File: src/rtl/disp_scan_ctrl.sv
// disp_scan_ctrl: time-multiplexed scan of an 8-position display.
// Drives the mux select, captures the returned word and drives the anodes.
//
// Ports:
//   clk        in   system clock, rising edge
//   reset_n    in   async active-low reset
//   en         in   scan enable; 0 blanks and holds position
//   digit_en   in   per-position light mask
//   mux_f      in   mux word for the current sel
//   sel        out  mux select / position index
//   digit_val  out  captured word for the lit position
//   an         out  active-low anode enables
//   frame_tick out  pulse after sel wraps 7->0
module disp_scan_ctrl #(
  parameter int N         = 3,
  parameter int BLANK_CYC = 1000,
  parameter int DWELL_CYC = 100000
) (
  input  logic         clk,
  input  logic         reset_n,
  input  logic         en,
  input  logic [7:0]   digit_en,
  input  logic [N-1:0] mux_f,
  output logic [2:0]   sel,
  output logic [N-1:0] digit_val,
  output logic [7:0]   an,
  output logic         frame_tick
);

  localparam int MAXC =
    (BLANK_CYC > DWELL_CYC) ? BLANK_CYC : DWELL_CYC;
  localparam int CW = $clog2(MAXC) + 1;

  localparam logic [CW-1:0] BLANK_LAST =
    CW'(BLANK_CYC - 1);
  localparam logic [CW-1:0] DWELL_LAST =
    CW'(DWELL_CYC - 1);
  localparam logic [CW-1:0] CNT_ONE = CW'(1);

  typedef enum logic [1:0] {
    S_BLANK,
    S_CAPTURE,
    S_SHOW
  } state_t;

  state_t         state;
  state_t         state_nx;
  logic [CW-1:0]  cnt;
  logic [CW-1:0]  cnt_nx;
  logic [2:0]     sel_nx;
  logic [N-1:0]   dv_nx;
  logic [7:0]     an_nx;
  logic           tick_nx;
  logic [7:0]     onehot;

  assign onehot = 8'b0000_0001 << sel;

  always_ff @(posedge clk or negedge reset_n) begin
    if (!reset_n) begin
      state      <= S_BLANK;
      cnt        <= '0;
      sel        <= '0;
      digit_val  <= '0;
      an         <= 8'hFF;
      frame_tick <= 1'b0;
    end else begin
      state      <= state_nx;
      cnt        <= cnt_nx;
      sel        <= sel_nx;
      digit_val  <= dv_nx;
      an         <= an_nx;
      frame_tick <= tick_nx;
    end
  end

  always_comb begin
    state_nx = state;
    cnt_nx   = cnt;
    sel_nx   = sel;
    dv_nx    = digit_val;
    tick_nx  = 1'b0;
    if (!en) begin
      // Disable wins over any boundary: sel is never advanced here.
      state_nx = S_BLANK;
      cnt_nx   = '0;
    end else begin
      unique case (state)
        S_BLANK: begin
          if (cnt == BLANK_LAST) begin
            state_nx = S_CAPTURE;
            cnt_nx   = '0;
          end else begin
            cnt_nx = cnt + CNT_ONE;
          end
        end
        S_CAPTURE: begin
          // Mux has settled for the whole blank gap.
          dv_nx    = mux_f;
          state_nx = S_SHOW;
          cnt_nx   = '0;
        end
        S_SHOW: begin
          if (cnt == DWELL_LAST) begin
            state_nx = S_BLANK;
            cnt_nx   = '0;
            sel_nx   = sel + 3'd1;
            tick_nx  = (sel == 3'd7);
          end else begin
            cnt_nx = cnt + CNT_ONE;
          end
        end
        default: begin
          state_nx = S_BLANK;
          cnt_nx   = '0;
        end
      endcase
    end
  end

  // Anodes follow the next state so they are low exactly in SHOW;
  // sel only moves on the SHOW->BLANK edge, where this yields FF.
  always_comb begin
    an_nx = 8'hFF;
    if (state_nx == S_SHOW) begin
      an_nx = ~(onehot & digit_en);
    end
  end

endmodule

File: config.mk
export PLATFORM = sky130hd
export DESIGN_NAME = disp_scan_ctrl
export DESIGN_NICKNAME = d
export VERILOG_FILES = /design/src/rtl/disp_scan_ctrl.sv
export SDC_FILE = /design/constraint.sdc
export NUM_CORES = 1
export LEC_CHECK = 0
export ABC_AREA = 1
export BUFFER_PORTS_ARGS = -buffer_cell sky130_fd_sc_hd__buf_2
export CAP_MARGIN = 30
export CORE_MARGIN = 4
export CORE_UTILIZATION = 40
export CTS_BUF_LIST = sky130_fd_sc_hd__clkbuf_8 sky130_fd_sc_hd__clkbuf_16
export DETAILED_ROUTE_END_ITERATION = 6
export HOLD_SLACK_MARGIN = 0.1
export SETUP_SLACK_MARGIN = 0.4
export SYNTH_ARGS = -nofsm -noshare
export SYNTH_HDL_FRONTEND = slang
export SYNTH_SLANG_ARGS = --single-unit
File: constraint.sdc
create_clock -name clk -period 2.2 [get_ports clk]
set_input_delay 0.33 -clock clk [delete_from_list [all_inputs] [get_ports clk]]
set_output_delay 0.33 -clock clk [all_outputs]
set_load 0.05 [all_outputs]
==> impl_metrics.py <==
metrics = {
    "run_status": {
        "status": "finished clean",
    },
    "sta": {
        "final_max_slew_viol_count": 0,
        "post-route-period-util_pct": 72.7,
        "max_freq_mhz": 625,
        "hold_viol_final": 0,
        "rsz0062_at_grt": "no",
        "worst_slew_pin_slew_ns": 0.773,
        "tns_ns": 0,
        "slew_headroom_pct": 48.5,
        "setup_viol": 0,
        "fin_crit_ns": 1.60,
        "finClkSkew_ns": 0.00818,
    },
    "power_and_ir_drop": {
        "total_power_w": 0.00119,
        "cellPowerDensity_mw_per_mm2": 553,
        "p_leak_nw": 0.982,
        "irDropWorstVdd_mv": 0.296,
    },
    "yosys": {
        "yosysWarningCount": 0,
        "yosys-top-cells-count": "50 x nand2_1, 38 x nor2_1, 27 x dfrtp_1",
        "syn_area_sq_mm": 0.00187,
        "synth_area_leaders": "dfrtp_1 36%, dfstp_2 11%, nand2_1 10%",
        "syn_inst": 222,
        "ys_async_sr_fraction_pct": 100,
        "synth-seq-cells": 35,
        "synthFlopType": "dfrtp_1",
        "synth.most_common_cell": "nand2_1",
        "synth_top_area_cell": "dfrtp_1",
        "avgSynthCellArea_sq_um": 8.44,
        "ys_seq_area_share_pct": 47.3,
        "syn_nets": 243,
        "synth_edf_count": 0,
        "yosysUniqueCellTypes": 27,
        "synth_top_area_share_pct": 36.1,
    },
    "clock_tree": {
        "cts_buffer_depth": 2,
        "path_clk_slew_ns": 0.07,
        "clockRootBuffer": "clkbuf_8",
        "cts_tree": "yes",
        "hold_buffers": 0,
        "cts_resized": 0,
        "cts-htree-levels": 2,
        "cts-buffers-inserted": 5,
        "cts_sinks": 35,
        "clk_latency_ns": 0.29,
        "post_cts_buffers": 0,
    },
    "finish": {
        "fillers": 440,
        "area_growth_pct": 14.8,
        "drive_gt1_share_pct": 25.3,
        "diodes": 0,
        "layout.nets": 277,
        "finalNonFillerCells": 309,
        "fin_area_sq_mm": 0.00215,
    },
    "global_routing": {
        "antenna_found_initial": 0,
        "grt_overflow": 0,
        "grt_pass1_vias": 1517,
        "grt_use_total_pct": 14.6,
        "grt_pass1_wl_microns": 6760,
        "grt_max_degree": 36,
    },
    "critical_path": {
        "slowest_stage": "dfrtp_1",
        "critPathLaunchType": "flip-flop",
        "endpoint_kind": "flip-flop",
        "crit_path_cell_trace": "ha_1, nand3_1, nor2_1, nand3_1, nand2_2, nand2_2, clkinv_4, nor2_1",
        "cp_max_fo": 18,
        "max_stage_delay_ns": 0.45,
        "rr_worst_depth": 8,
        "cp_data_required_time_ns": 2.37,
        "arrival_ns": 1.77,
        "cp_num_buf_inv": 1,
        "path_class": "flip-flop to flip-flop",
        "critical_path_cell_count": 8,
        "crit_family": "simple AND/OR/NAND/NOR gates",
    },
    "drt": {
        "routed_wl_microns": 3690,
        "drt_iter0_markers": 59,
        "vias": 1486,
        "routedWlPerCell_microns": 12.0,
        "via_per_inst": 4.81,
        "drt_first_pass_iters": 5,
        "drc_errors": 0,
        "antenna_left": 0,
    },
    "run": {
        "drv_cap": 0,
    },
    "floorplan": {
        "die_area_sq_mm": 0.00584,
        "num_rows": 24,
        "die_h_microns": 76.4,
        "coreArea_sq_mm": 0.00444,
        "top_level_ports": 29,
        "die_w_microns": 76.4,
        "start_util_pct": 42.1,
    },
    "placement": {
        "hpwl_microns": 2700,
        "io_buffers": 28,
        "place_area_sq_mm": 0.00206,
        "gp_congestion": 0.890,
        "placed_cells": 301,
    },
    "min_path": {
        "min_path_type": "input port to asynchronous set/reset pin",
    },
}
worst register-to-register path: cells and delay by family (launching register included):
kind / cells / cell delay [ns]
flip-flops: 1 / 0.45
AND/OR/NAND/NOR: 6 / 0.64
adder cells (fa/ha/maj): 1 / 0.24
buffers and inverters: 1 / 0.15
placed cells by master, fill, tap and decap left out, types with 2 or more instances in the layout:
cell	count
xor2_1	7
dfrtp_1	27
buf_2	28
nor3_1	5
clkbuf_8	6
nor2_1	38
ha_1	7
nor2_2	10
inv_1	23
dfstp_2	8
nand3_1	17
nor3_2	2
and2_1	2
nand2_2	3
nand4_1	6
mux2_2	3
xnor2_1	4
nand2_1	50
through the flow:
step / setup WS (ns) / util, % / hold slack [ns]
final: 0.601 / 48.4 / 0.118
after floorplan: 0.713 / - / 0.0344
after detailed placement: 0.594 / 46.3 / 0.461
after global placement: 0.648 / 46.3 / 0.456
after global routing: 0.402 / 48.4 / 0.177
after CTS: 0.583 / 48.4 / 0.144
cell type report:
class | instances | area (sq um) | share of cell area [%]
clock inverter | 2 | 8.76 | 0.407
tap | 52 | 65.1 | 3.03
multi-input combinational | 163 | 876 | 40.7
inverter | 23 | 91.3 | 4.25
timing repair buffer | 28 | 140 | 6.52
sequential | 35 | 886 | 41.2
clock buffer | 6 | 82.6 | 3.84
flip-flops by register name, summed over array words and instances, names as in the netlist:
name and count:
state 2, frame_tick 1, sel 3, an 8, digit_val 3, cnt 18
where the power goes:
part	internal, W	switching, W	total [W]
combinational	0.0000181	0.0000387	0.0000567
sequential	0.000651	0.00000655	0.000658
clock	0.000248	0.000226	0.000474
total	0.000917	0.000271	0.00119
final timing paths:
check | startpoint | to | slack [ns]
max | cnt[0]$_DFF_PN0_ | cnt[17]$_DFF_PN0_ | 0.60
min | reset_n | sel[2]$_DFFE_PN0P_ | 0.12
max reg2reg | cnt[0]$_DFF_PN0_ | cnt[17]$_DFF_PN0_ | 0.60
min reg2reg | digit_val[2]$_DFFE_PN0P_ | digit_val[2]$_DFFE_PN0P_ | 0.50
max in group asynchronous | reset_n | cnt[7]$_DFF_PN0_ | 1.59
min in group clk | digit_en[2] | an[2]$_DFF_PN1_ | 0.18
routing by layer:
layer | track usage (%) | vias up | wire length (microns)
met4 | 7.61 | 0 | 69
met3 | 4.14 | 9 | 179
li1 | - | 772 | -
met2 | 22.8 | 42 | 1630
met5 | 0 | - | 0
met1 | 18.3 | 663 | 1810
logic make-up after synthesis:
| family | synth area share [%] |
|---|---|
| DFF | 47.3 |
| muxes | 1.80 |
| buffers and inverters | 5.95 |
| xor gates and xnor gates | 5.14 |
| and+or+nand+nor | 34.1 |
| AOI/OAI and AO/OA | 1.07 |
| adders and majority gates | 4.68 |
Power figures use the tool's default switching activity.
